<file path="src/rtl/adbg_wb_burst_ctrl.sv">
// Burst sequencer between the debug command decoder and the WishBone BIU strobe/ready port.
// Issues one BIU access per word, stepping the byte address by the word size (TCK domain only).
//
// state   | meaning
// IDLE    | waiting for a burst command
// FETCH   | write burst: waiting for the next write word
// ISSUE   | waiting for BIU ready; strobe is raised in the ready cycle
// WAIT    | access in flight; rdy ignored in the first cycle
// DELIVER | read word held until the consumer takes it
// DONE    | one-cycle completion pulse
module adbg_wb_burst_ctrl #(
    parameter int CNT_W = 16
) (
    input  logic             tck_i,
    input  logic             rst_i,
    input  logic             cmd_valid_i,
    output logic             cmd_ready_o,
    input  logic             cmd_rd_wrn_i,
    input  logic [31:0]      cmd_addr_i,
    input  logic [2:0]       cmd_size_i,
    input  logic [CNT_W-1:0] cmd_count_i,
    input  logic             abort_i,
    input  logic [31:0]      wdata_i,
    input  logic             wdata_valid_i,
    output logic             wdata_ready_o,
    output logic [31:0]      rdata_o,
    output logic             rdata_valid_o,
    input  logic             rdata_ready_i,
    output logic             busy_o,
    output logic             done_o,
    output logic             err_o,
    output logic [31:0]      err_addr_o,
    output logic [CNT_W-1:0] words_done_o,
    output logic             biu_strobe_o,
    output logic             biu_rd_wrn_o,
    output logic [31:0]      biu_addr_o,
    output logic [31:0]      biu_data_o,
    output logic [2:0]       biu_size_o,
    input  logic             biu_rdy_i,
    input  logic             biu_err_i,
    input  logic [31:0]      biu_data_i
);

    typedef enum logic [2:0] {
        IDLE    = 3'd0,
        FETCH   = 3'd1,
        ISSUE   = 3'd2,
        WAIT    = 3'd3,
        DELIVER = 3'd4,
        DONE    = 3'd5
    } state_e;

    state_e           state_q, state_d;
    logic [31:0]      addr_q, addr_d;
    logic [2:0]       size_q, size_d;
    logic             rd_wrn_q, rd_wrn_d;
    logic [31:0]      data_q, data_d;
    logic [CNT_W-1:0] remaining_q, remaining_d;
    logic [CNT_W-1:0] words_done_q, words_done_d;
    logic             err_q, err_d;
    logic [31:0]      err_addr_q, err_addr_d;
    logic [31:0]      rdata_q, rdata_d;
    logic             rdata_valid_q, rdata_valid_d;
    logic             abort_q, abort_d;
    logic             wait_first_q, wait_first_d;

    logic             abort_now;
    logic             advance;
    logic [2:0]       size_norm;
    logic [31:0]      addr_next;
    logic             last_word;
    state_e           adv_state;

    // Illegal sizes collapse to a 4-byte word.
    assign size_norm = (cmd_size_i == 3'h1 || cmd_size_i == 3'h2) ? cmd_size_i : 3'h4;
    assign abort_now = abort_q | abort_i;
    assign addr_next = addr_q + {29'd0, size_q};
    assign last_word = (remaining_q == CNT_W'(1));
    assign adv_state = (last_word || abort_now) ? DONE : (rd_wrn_q ? ISSUE : FETCH);

    always_comb begin
        state_d       = state_q;
        addr_d        = addr_q;
        size_d        = size_q;
        rd_wrn_d      = rd_wrn_q;
        data_d        = data_q;
        remaining_d   = remaining_q;
        words_done_d  = words_done_q;
        err_d         = err_q;
        err_addr_d    = err_addr_q;
        rdata_d       = rdata_q;
        rdata_valid_d = rdata_valid_q;
        abort_d       = (state_q != IDLE) ? abort_now : abort_q;
        wait_first_d  = wait_first_q;
        advance       = 1'b0;

        case (state_q)
            IDLE: begin
                if (cmd_valid_i) begin
                    addr_d       = cmd_addr_i;
                    size_d       = size_norm;
                    rd_wrn_d     = cmd_rd_wrn_i;
                    remaining_d  = cmd_count_i;
                    err_d        = 1'b0;
                    err_addr_d   = '0;
                    words_done_d = '0;
                    abort_d      = 1'b0;
                    if (cmd_count_i == '0) begin
                        state_d = DONE;
                    end else if (cmd_rd_wrn_i) begin
                        state_d = ISSUE;
                    end else begin
                        state_d = FETCH;
                    end
                end
            end
            FETCH: begin
                if (!abort_q && wdata_valid_i) begin
                    data_d  = wdata_i;
                    state_d = ISSUE;
                end else if (abort_now) begin
                    state_d = DONE;
                end
            end
            ISSUE: begin
                if (biu_rdy_i) begin
                    state_d      = WAIT;
                    wait_first_d = 1'b1;
                end
            end
            WAIT: begin
                // The BIU still shows the previous rdy for one cycle after the strobe.
                if (wait_first_q) begin
                    wait_first_d = 1'b0;
                end else if (biu_rdy_i) begin
                    if (biu_err_i && !err_q) begin
                        err_d      = 1'b1;
                        err_addr_d = addr_q;
                    end
                    words_done_d = words_done_q + CNT_W'(1);
                    if (rd_wrn_q) begin
                        rdata_d       = biu_data_i;
                        rdata_valid_d = 1'b1;
                        state_d       = DELIVER;
                    end else begin
                        advance = 1'b1;
                    end
                end
            end
            DELIVER: begin
                if (rdata_ready_i) begin
                    rdata_valid_d = 1'b0;
                    advance       = 1'b1;
                end
            end
            DONE: begin
                state_d = IDLE;
            end
            default: begin
                state_d = IDLE;
            end
        endcase

        if (advance) begin
            addr_d      = addr_next;
            remaining_d = remaining_q - CNT_W'(1);
            state_d     = adv_state;
        end
    end

    always_ff @(posedge tck_i or posedge rst_i) begin
        if (rst_i) begin
            state_q       <= IDLE;
            addr_q        <= '0;
            size_q        <= 3'h4;
            rd_wrn_q      <= 1'b1;
            data_q        <= '0;
            remaining_q   <= '0;
            words_done_q  <= '0;
            err_q         <= 1'b0;
            err_addr_q    <= '0;
            rdata_q       <= '0;
            rdata_valid_q <= 1'b0;
            abort_q       <= 1'b0;
            wait_first_q  <= 1'b0;
        end else begin
            state_q       <= state_d;
            addr_q        <= addr_d;
            size_q        <= size_d;
            rd_wrn_q      <= rd_wrn_d;
            data_q        <= data_d;
            remaining_q   <= remaining_d;
            words_done_q  <= words_done_d;
            err_q         <= err_d;
            err_addr_q    <= err_addr_d;
            rdata_q       <= rdata_d;
            rdata_valid_q <= rdata_valid_d;
            abort_q       <= abort_d;
            wait_first_q  <= wait_first_d;
        end
    end

    assign cmd_ready_o   = (state_q == IDLE);
    assign busy_o        = (state_q != IDLE);
    assign done_o        = (state_q == DONE);
    assign wdata_ready_o = (state_q == FETCH) && !abort_q;
    assign biu_strobe_o  = (state_q == ISSUE) && biu_rdy_i;
    assign biu_rd_wrn_o  = rd_wrn_q;
    assign biu_addr_o    = addr_q;
    assign biu_data_o    = data_q;
    assign biu_size_o    = size_q;
    assign rdata_o       = rdata_q;
    assign rdata_valid_o = rdata_valid_q;
    assign err_o         = err_q;
    assign err_addr_o    = err_addr_q;
    assign words_done_o  = words_done_q;

endmodule

</file>
<file path="config.mk">
export PLATFORM = sky130hd
export DESIGN_NAME = adbg_wb_burst_ctrl
export DESIGN_NICKNAME = d
export VERILOG_FILES = /design/src/rtl/adbg_wb_burst_ctrl.sv
export SDC_FILE = /design/constraint.sdc
export NUM_CORES = 1
export LEC_CHECK = 0
export CORE_MARGIN = 3
export CORE_UTILIZATION = 40
export DETAILED_ROUTE_END_ITERATION = 7
export PLACE_DENSITY_LB_ADDON = 0.2
export SLEW_MARGIN = 20
export SYNTH_ARGS = -nofsm -noshare
export SYNTH_HDL_FRONTEND = slang
export SYNTH_SLANG_ARGS = --single-unit
export TNS_END_PERCENT = 10
</file>
<file path="constraint.sdc">
create_clock -name tck_i -period 9.5 [get_ports tck_i]
set_input_delay 2.375 -clock tck_i [delete_from_list [all_inputs] [get_ports tck_i]]
set_output_delay 2.375 -clock tck_i [all_outputs]
set_load 0.05 [all_outputs]
</file>
==> results of run 1 <==
## routing by layer
metal  track usage  wire length, µm
met2         0.355            11700
met3        0.0341             1070
met5             0                0
met1         0.312            10500
met4        0.0691              347
## cell usage in the layout, fill, tap and decap left out, types with 15 or more instances in the layout
| cell type | instances |
|---|---|
| a21oi_1 | 26 |
| dfrtp_1 | 169 |
| nor2_1 | 45 |
| clkbuf_16 | 17 |
| a22o_1 | 33 |
| nand3_1 | 30 |
| o211ai_1 | 16 |
| mux2_2 | 65 |
| clkdlybuf4s50_1 | 278 |
| nand2_1 | 71 |
| nand4_1 | 15 |
| o21ai_0 | 15 |
| nor3_1 | 21 |
## worst max-delay path, cell delays in order
cell	delay [ns]
clkdlybuf4s50_1	0.52
nand2_1	0.17
nor3_1	0.20
clkdlybuf4s50_1	0.86
## registers in the layout (all words and copies together), names as in the netlist
signal / count
biu_addr_o: 32
biu_data_o: 32
err_addr_o: 32
rdata_o: 32
remaining_q: 16
words_done_o: 16
biu_size_o: 3
state_q: 3
abort_q: 1
biu_rd_wrn_o: 1
err_o: 1
rdata_valid_o: 1
wait_first_q: 1
## stage by stage
stage           util  total power, mW  hold slack (ns)  instances  cell area, µm²
5_1_grt        0.609             4.72            0.516       1259           11600
6_report       0.609             4.49            0.503       1259           11600
3_3_place_gp   0.574             3.69            0.485       1227           11000
2_1_floorplan      -             2.88            0.469        718            7920
4_1_cts        0.609             4.52            0.504       1259           11600
3_5_place_dp   0.574             3.72            0.489       1227           11000
## area by class of cell
class	instances	area, µm²	area share
repair buffers	286	2840	0.245
clock buffers	19	433	0.0373
multi-input cells	493	3440	0.296
flip-flops and latches	171	4280	0.369
clock inverters	13	226	0.0195
well taps	260	325	0.0280
inverters	17	71.3	0.00614
## power by group
part           internal (mW)  total (mW)  leakage, nW  switching (mW)
sequential              1.04        1.34         2.18           0.291
clock                  0.476       0.786        0.319           0.310
combinational          0.849        2.37         2.35            1.52
## worst max path at each step
| stage | from | endpoint | slack (ns) |
|---|---|---|---|
| global placement | biu_rdy_i | biu_strobe_o | 3.01 |
| global route | biu_rdy_i | biu_strobe_o | 2.93 |
| finish | biu_rdy_i | biu_strobe_o | 2.99 |
| floorplan | rst_i | abort_q$_DFF_PP0_ | 2.50 |
| detailed placement | biu_rdy_i | biu_strobe_o | 2.99 |
| CTS | biu_rdy_i | biu_strobe_o | 2.99 |
## logic make-up after synthesis
kind of cell,after synthesis
flops,171
buf+inv,54
mux,69
simple gates,248
compound gates,160
xor+xnor,9
fa+ha+maj,7
==> metrics.yaml, run 1 <==
cts:
  path_clk_slew_ns: 0.07
  cts_buffers: 17
  cts_root_buf: "clkbuf_16"
  cts_resized: 0
  postCtsHoldBufs: 0
  cts_max_path_buffers: 2
  post_cts_buffers: 0
  cts_tree: "done"
  htree_levels: 4
  clk_latency_ns: 0.43
  clock-sinks: 171
route:
  totalWireLength_mm: 23.5
  wire_per_inst_um: 18.7
  drt_pass1_iterations: 5
  vias_per_cell: 5.45
  ant_nets: 0
  num_vias: 6864
  drt_iter0_markers: 453
  route.detailed.drc: 0
min_path:
  min_from: "biu_data_o[10]$_DFFE_PP0P_"
  hold_path.class: "reg2reg"
  hold_end: "biu_data_o[10]$_DFFE_PP0P_"
  hold_depth: 1
synthesis:
  synth_top_family_by_area: "simple AND/OR/NAND/NOR gates"
  synth-compound-area-share: 0.152
  ys_types: 71
  synth_cells: 718
  synth.area.mux_share: 0.0975
  synthXorXnorAreaFrac: 0.00996
  yosys.area.top_type: "dfrtp_1"
  synth-adder-area-share: 0.0120
  synthTopCellsByCount: "dfrtp_1, nand2_1, mux2_2, nor2_1, a22o_1"
  yosysSeqAreaShare: 0.541
  synthArstFlopShare: 1.00
  synthSimpleGateAreaFrac: 0.160
  yosys-top-cells-area: "dfrtp_1, mux2_2, a22o_1"
  synth_nets: 849
  post_synth.cell_area_avg_um2: 11.0
  synth-seq-cells: 171
  synth_flop_cell: "dfrtp_1"
  synth_edf_count: 0
  yosysMostFrequentCell: "dfrtp_1"
  syn_area_um2: 7920
  synth_warnings: 0
  synth_top_area_frac: 0.534
floorplanning:
  row_count: 50
  die_h_um: 147
  die_w_um: 147
  core_area_um2: 19100
  start_util: 0.415
  io_pins: 279
  fp.dieArea_um2: 21500
placement:
  hpwl_mm: 16.5
  routabilityCongestion: 0.855
  io_buffers: 278
  place_ws_ns: 2.99
cells_and_area:
  area_delta_synth_final_pct: 46.8
  fill_cells: 1605
  drive_gt1_frac: 0.121
  n_antenna_cell: 0
  final_nets: 1117
timing:
  fmax_mhz: 154
  rsz0062_at_grt: "no"
  worst_pin_slew_ns: 1.05
  drv_slew: 0
  fin_crit_sh: 0.685
  setup_ws_ns: 2.99
  fin_tns_setup_ns: 0
  fin_worst_skew_ns: 0.0138
  finalHoldViolations: 0
  setup_viol: 0
  post-route-min-period_ns: 6.51
  worst_slew_margin_rel: 0.300
critical_path:
  timing_worst_setup_path_type: "in2out"
  rrSetupSlack_ns: 6.82
  startpoint_type: "input pin"
  cp-end-kind: "primary output"
  cp.required_ns: 7.13
  worstRegToRegCells: 6
  cp_max_fo: 5
  crit_arrival_ns: 4.13
  r2r-end: "biu_addr_o[6]$_DFFE_PP0P_"
  r2r-start: "state_q[0]$_DFFE_PP0P_"
status:
  status: "finished clean"
grt:
  grtUsageTotal: 0.222
  grt_pass1_vias: 6829
  grt_pass1_wl_mm: 38.5
  overflow: 0
  grt_start_max_net_pins: 116
  grt_antenna_before_repair: 0
job:
  maxCapViolations: 0
power_and_ir_drop:
  peakVddDrop_mv: 0.190
  leakagePower_nw: 4.84
  p_per_area_nw_per_um2: 387
Power figures use the tool's default switching activity.
==> run 2: changes to the inputs <==
==> constraint.sdc (replaced) <==
create_clock -name tck_i -period 5.9 [get_ports tck_i]
set_input_delay 1.475 -clock tck_i [delete_from_list [all_inputs] [get_ports tck_i]]
set_output_delay 1.475 -clock tck_i [all_outputs]
set_load 0.05 [all_outputs]
==> run 2 against run 1 <==
Net effect: register-to-register slack got worse by 3.7 ns; power rose by 56%; combinational power rose by 61%; sequential share of layout area increased by 0.36 points; clock-buffer cell count stayed put; global-route usage shrank 0.74 points; clock skew shrank 0.0014 ns; critical endpoint unchanged; largest cell class unchanged.
==> metrics.yaml, run 2 (synthesis results as in run 1) <==
status:
  status: "finished clean"  # unchanged
grt:
  grt_pass1_vias: 6587  # was 6829
  grt_antenna_before_repair: 0  # unchanged
  overflow: 0  # unchanged
  grtUsageTotal: 0.214  # was 0.222
  grt_start_max_net_pins: 172  # was 116
  grt_pass1_wl_mm: 36.9  # was 38.5 mm
cts:
  htree_levels: 4  # unchanged
  cts_tree: "done"  # unchanged
  clk_latency_ns: 0.42  # was 0.43 ns
  cts_buffers: 17  # unchanged
  path_clk_slew_ns: 0.07  # about the same
  postCtsHoldBufs: 0  # unchanged
  clock-sinks: 171  # unchanged
  cts_max_path_buffers: 2  # unchanged
  cts_root_buf: "clkbuf_16"  # unchanged
  post_cts_buffers: 0  # unchanged
  cts_resized: 0  # unchanged
timing:
  setup_viol: 0  # unchanged
  worst_slew_margin_rel: 0.325  # was 0.300
  setup_ws_ns: 1.17  # was 2.99 ns
  rsz0062_at_grt: "no"  # unchanged
  fmax_mhz: 211
  post-route-min-period_ns: 4.73
  drv_slew: 0  # unchanged
  fin_crit_sh: 0.802
  fin_tns_setup_ns: 0  # unchanged
  finalHoldViolations: 0  # unchanged
  worst_pin_slew_ns: 1.01  # was 1.05 ns
  fin_worst_skew_ns: 0.0124  # was 0.0138 ns
cells_and_area:
  n_antenna_cell: 0  # unchanged
  fill_cells: 1649  # was 1605
  drive_gt1_frac: 0.121  # about the same
  area_delta_synth_final_pct: 45.4  # was 46.8%
  layout_common_cells: "clkdlybuf4s50_1, dfrtp_1, nand2_1, mux2_2, nor2_1"  # unchanged
  final_util: 0.603  # was 0.609
  layout_commonest_cell: "clkdlybuf4s50_1"  # unchanged
  design_area_um2: 11500  # was 11600 µm²
  final_nets: 1116  # was 1117
floorplanning:
  fp.dieArea_um2: 21500  # unchanged
  row_count: 50  # unchanged
  io_pins: 279  # unchanged
  die_h_um: 147  # unchanged
  start_util: 0.415  # unchanged
  die_w_um: 147  # unchanged
  core_area_um2: 19100  # unchanged
critical_path:
  cp-end-kind: "primary output"  # unchanged
  rrSetupSlack_ns: 3.17  # was 6.82 ns
  cp.required_ns: 4.43  # was 7.13 ns
  timing_worst_setup_path_type: "in2out"  # unchanged
  crit_arrival_ns: 3.26  # was 4.13 ns
  cp_max_fo: 5  # unchanged
  startpoint_type: "input pin"  # unchanged
placement:
  place_area_um2: 11000  # about the same
  place_ws_ns: 1.16  # was 2.99 ns
  routabilityCongestion: 0.805  # was 0.855
  hpwl_mm: 16.7  # was 16.5 mm
  io_buffers: 278  # unchanged
power_and_ir_drop:
  peakVddDrop_mv: 0.274  # was 0.190 mV
  leakagePower_nw: 4.77  # was 4.84 nW
  p_per_area_nw_per_um2: 609  # was 387 nW/µm²
  total_power_mw: 7.01  # was 4.49 mW
route:
  num_vias: 6847  # was 6864
  totalWireLength_mm: 23.2  # was 23.5 mm
  ant_nets: 0  # unchanged
  drt_pass1_iterations: 5  # unchanged
  vias_per_cell: 5.44  # was 5.45
  wire_per_inst_um: 18.5  # was 18.7 µm
  drt_iter0_markers: 368  # was 453
  route.detailed.drc: 0  # unchanged
min_path:
  hold_path.class: "reg2reg"  # unchanged
job:
  maxCapViolations: 0  # unchanged
run 2: cell types whose count changed in the layout (fill, tap and decap cells not counted), moves of 2 or more:
cell	delta
inv_8	-4
bufinv_16	-5
clkinv_4	+2
buf_4	-2
clkinvlp_4	+4
run 2: layout make-up:
class	instances	area [µm²]	area share
well taps	260	325	0.0283
multi-input cells	493	3440	0.299
repair buffers	285	2850	0.248
clock buffers	19	433	0.0376
clock inverters	13	113	0.00979
inverters	17	67.6	0.00587
flip-flops and latches	171	4280	0.372
run 2: routing by layer:
metal	part of all wire	wire, µm	up-vias	GRT usage
met1	0.43	10000	3408	0.292
li1	-	-	3209	-
met4	0.013	299	0	0.0513
met3	0.054	1250	20	0.0431
met2	0.50	11600	210	0.354
met5	0	0	-	0
run 2: stage by stage:
step	hold WS (ns)	std cells
CTS	0.507	1258
finish	0.504	1258
floorplan	0.469	718
detailed placement	0.492	1226
global placement	0.485	1226
global route	0.512	1258
run 2: where the power goes:
part / internal, mW / total (mW) / switching (mW)
Clock: 0.549 / 1.04 / 0.494
Combinational: 1.37 / 3.81 / 2.44
Sequential: 1.68 / 2.16 / 0.480
run 2: final timing paths:
path                                          from                          end  cells after the start
setup reg to reg            state_q[0]$_DFFE_PP0P_  remaining_q[10]$_DFFE_PP0P_                      7
setup / recovery                         biu_rdy_i                 biu_strobe_o                      4
max in group asynchronous                    rst_i    err_addr_o[6]$_DFFE_PP0P_                      3
hold / removal             rdata_o[13]$_DFFE_PP0P_      rdata_o[13]$_DFFE_PP0P_                      1
min in group asynchronous                    rst_i    rdata_valid_o$_DFFE_PP0P_                      3
hold reg to reg            rdata_o[13]$_DFFE_PP0P_      rdata_o[13]$_DFFE_PP0P_                      1
run 2: worst max-delay path, cell delays in order:
cell,delay [ns]
clkdlybuf4s50_1,0.53
nand2_1,0.18
nor3_1,0.22
clkdlybuf4s50_1,0.85
==> run 3: changes to the inputs <==
==> constraint.sdc (replaced) <==
create_clock -name tck_i -period 3.9 [get_ports tck_i]
set_input_delay 0.975 -clock tck_i [delete_from_list [all_inputs] [get_ports tck_i]]
set_output_delay 0.975 -clock tck_i [all_outputs]
set_load 0.05 [all_outputs]
==> run 3 against run 2 <==
Net effect: final cell count rose by 0.48%; power rose by 54%; via count rose by 0.95%; clock skew rose by 0.0036 ns; clock-buffer cell count fell by 1; sequential cell count did not move; critical path depth fell by 1; sequential power rose by 52%; non-clock buffer count rose by 6; core utilization rose by 0.70 points; largest power group unchanged; routed wire length rose by 1.5%.
==> metrics.yaml, run 3 (synthesis results as in run 1) <==
status:
  status: "finished clean"  # unchanged
timing:
  worst_slew_margin_rel: 0.549  # was 0.325
  holdWs_ns: 0.503  # was 0.504 ns
  setup_viol: 0  # unchanged
  fin_tns_setup_ns: 0  # unchanged
  finalHoldViolations: 0  # unchanged
  worst_pin_slew_ns: 0.675  # was 1.01 ns
  drv_slew: 0  # unchanged
  fin_crit_sh: 0.873
  post-route-min-period_ns: 3.40
  fmax_mhz: 294
  fin_worst_skew_ns: 0.0160  # was 0.0124 ns
  setup_ws_ns: 0.496  # was 1.17 ns
  rsz0062_at_grt: "no"  # unchanged
cts:
  cts_max_path_buffers: 2  # unchanged
  cts_tree: "done"  # unchanged
  htree_levels: 4  # unchanged
  path_clk_slew_ns: 0.07  # about the same
  cts_buffers: 17  # unchanged
  cts_root_buf: "clkbuf_16"  # unchanged
  cts_resized: 0  # unchanged
  postCtsHoldBufs: 0  # unchanged
  clk_latency_ns: 0.43  # was 0.42 ns
  post_cts_buffers: 0  # unchanged
  clock-sinks: 171  # unchanged
min_path:
  hold_path.class: "reg2reg"  # unchanged
cells_and_area:
  layout_common_cells: "clkdlybuf4s50_1, dfrtp_1, nand2_1, mux2_2, nor2_1"  # unchanged
  layout_commonest_cell: "clkdlybuf4s50_1"  # unchanged
  final_nets: 1122  # was 1116
  n_antenna_cell: 0  # unchanged
  area_delta_synth_final_pct: 47.0  # was 45.4%
  final_util: 0.610  # was 0.603
  fill_cells: 1585  # was 1649
  final_cell_count_no_fill: 1264  # was 1258
  design_area_um2: 11600  # was 11500 µm²
  drive_gt1_frac: 0.127  # was 0.121
power_and_ir_drop:
  seq_power_share: 0.303  # was 0.308
  peakVddDrop_mv: 0.493  # was 0.274 mV
  clockPowerShare: 0.164  # was 0.149
  sw_frac_of_total: 0.479  # was 0.487
  total_power_mw: 10.8  # was 7.01 mW
  switchingPower_mw: 5.18  # was 3.41 mW
  power.internal_mw: 5.65  # was 3.60 mW
  leakagePower_nw: 4.86  # was 4.77 nW
  power_frac_comb: 0.532  # was 0.543
  p_per_area_nw_per_um2: 931  # was 609 nW/µm²
grt:
  grt_start_max_net_pins: 55  # was 172
  grt_pass1_wl_mm: 38.3  # was 36.9 mm
  grt_antenna_before_repair: 0  # unchanged
  overflow: 0  # unchanged
  grtUsageTotal: 0.221  # was 0.214
  grt_pass1_vias: 6886  # was 6587
placement:
  hpwl_mm: 17.4  # was 16.7 mm
  routabilityCongestion: 0.831  # was 0.805
  place_ws_ns: 0.628  # was 1.16 ns
  placedCellCount: 1232  # was 1226
  io_buffers: 278  # unchanged
  place_area_um2: 11000  # about the same
critical_path:
  startpoint_type: "flip-flop"  # was input pin
  crit_arrival_ns: 2.43  # was 3.26 ns
  cp-end-kind: "primary output"  # unchanged
  cp.required_ns: 2.92  # was 4.43 ns
  cp_max_fo: 10  # was 5
  timing_worst_setup_path_type: "reg2out"  # was in2out
job:
  maxCapViolations: 0  # unchanged
route:
  drt_pass1_iterations: 5  # unchanged
  wire_per_inst_um: 18.6  # was 18.5 µm
  totalWireLength_mm: 23.6  # was 23.2 mm
  num_vias: 6912  # was 6847
  wl_met1_mm: 10.3  # was 10.0 mm
  ant_nets: 0  # unchanged
  dr_wl_met3_mm: 1.38  # was 1.25 mm
  top_layer: "met4"  # unchanged
  drt_iter0_markers: 437  # was 368
  vias_per_cell: 5.47  # was 5.44
  route.detailed.drc: 0  # unchanged
  dr_wl_met2_mm: 11.6  # about the same
floorplanning:
  start_util: 0.415  # unchanged
  die_h_um: 147  # unchanged
  io_pins: 279  # unchanged
  row_count: 50  # unchanged
  die_w_um: 147  # unchanged
  fp.dieArea_um2: 21500  # unchanged
  core_area_um2: 19100  # unchanged
[run 3: worst max-delay path, cell delays in order (launching register included)]
cell             delay (ns)
dfrtp_1                0.55
clkinv_1               0.34
nor3b_1                0.26
clkdlybuf4s50_1        0.86
[run 3: area by class of cell]
type	instances	area, µm²	share of cell area
clock inverters	14	184	0.0158
flip-flops and latches	171	4280	0.368
clock buffers	18	429	0.0369
multi-input cells	493	3440	0.295
inverters	17	67.6	0.00581
repair buffers	291	2920	0.250
well taps	260	325	0.0280
[run 3: power groups by stage]
stage	Combinational (mW)	Clock, mW	Sequential, mW
after global placement	5.75	0	3.27
after detailed placement	5.80	0	3.30
final	5.77	1.78	3.28
after floorplan	1.62	0	5.40
after CTS	5.81	1.82	3.28
after global routing	6.05	1.89	3.41
[run 3: path summary, 6_finish.rpt]
check / start / endpoint / slack, ns / depth (start not counted)
max in group asynchronous: rst_i / biu_size_o[2]$_DFFE_PP1P_ / 2.16 / 3
max reg2reg: state_q[0]$_DFFE_PP0P_ / biu_addr_o[18]$_DFFE_PP0P_ / 1.36 / 6
min reg2reg: rdata_o[14]$_DFFE_PP0P_ / rdata_o[14]$_DFFE_PP0P_ / 0.50 / 1
max: state_q[2]$_DFFE_PP0P_ / done_o / 0.50 / 3
min: rdata_o[14]$_DFFE_PP0P_ / rdata_o[14]$_DFFE_PP0P_ / 0.50 / 1
min in group asynchronous: rst_i / rdata_o[3]$_DFFE_PP0P_ / 0.99 / 2
[run 3: routing by layer]
metal	vias up	GRT usage
li1	3232	-
met1	3424	0.303
met2	240	0.361
met3	16	0.0472
met4	0	0.0470
met5	-	0
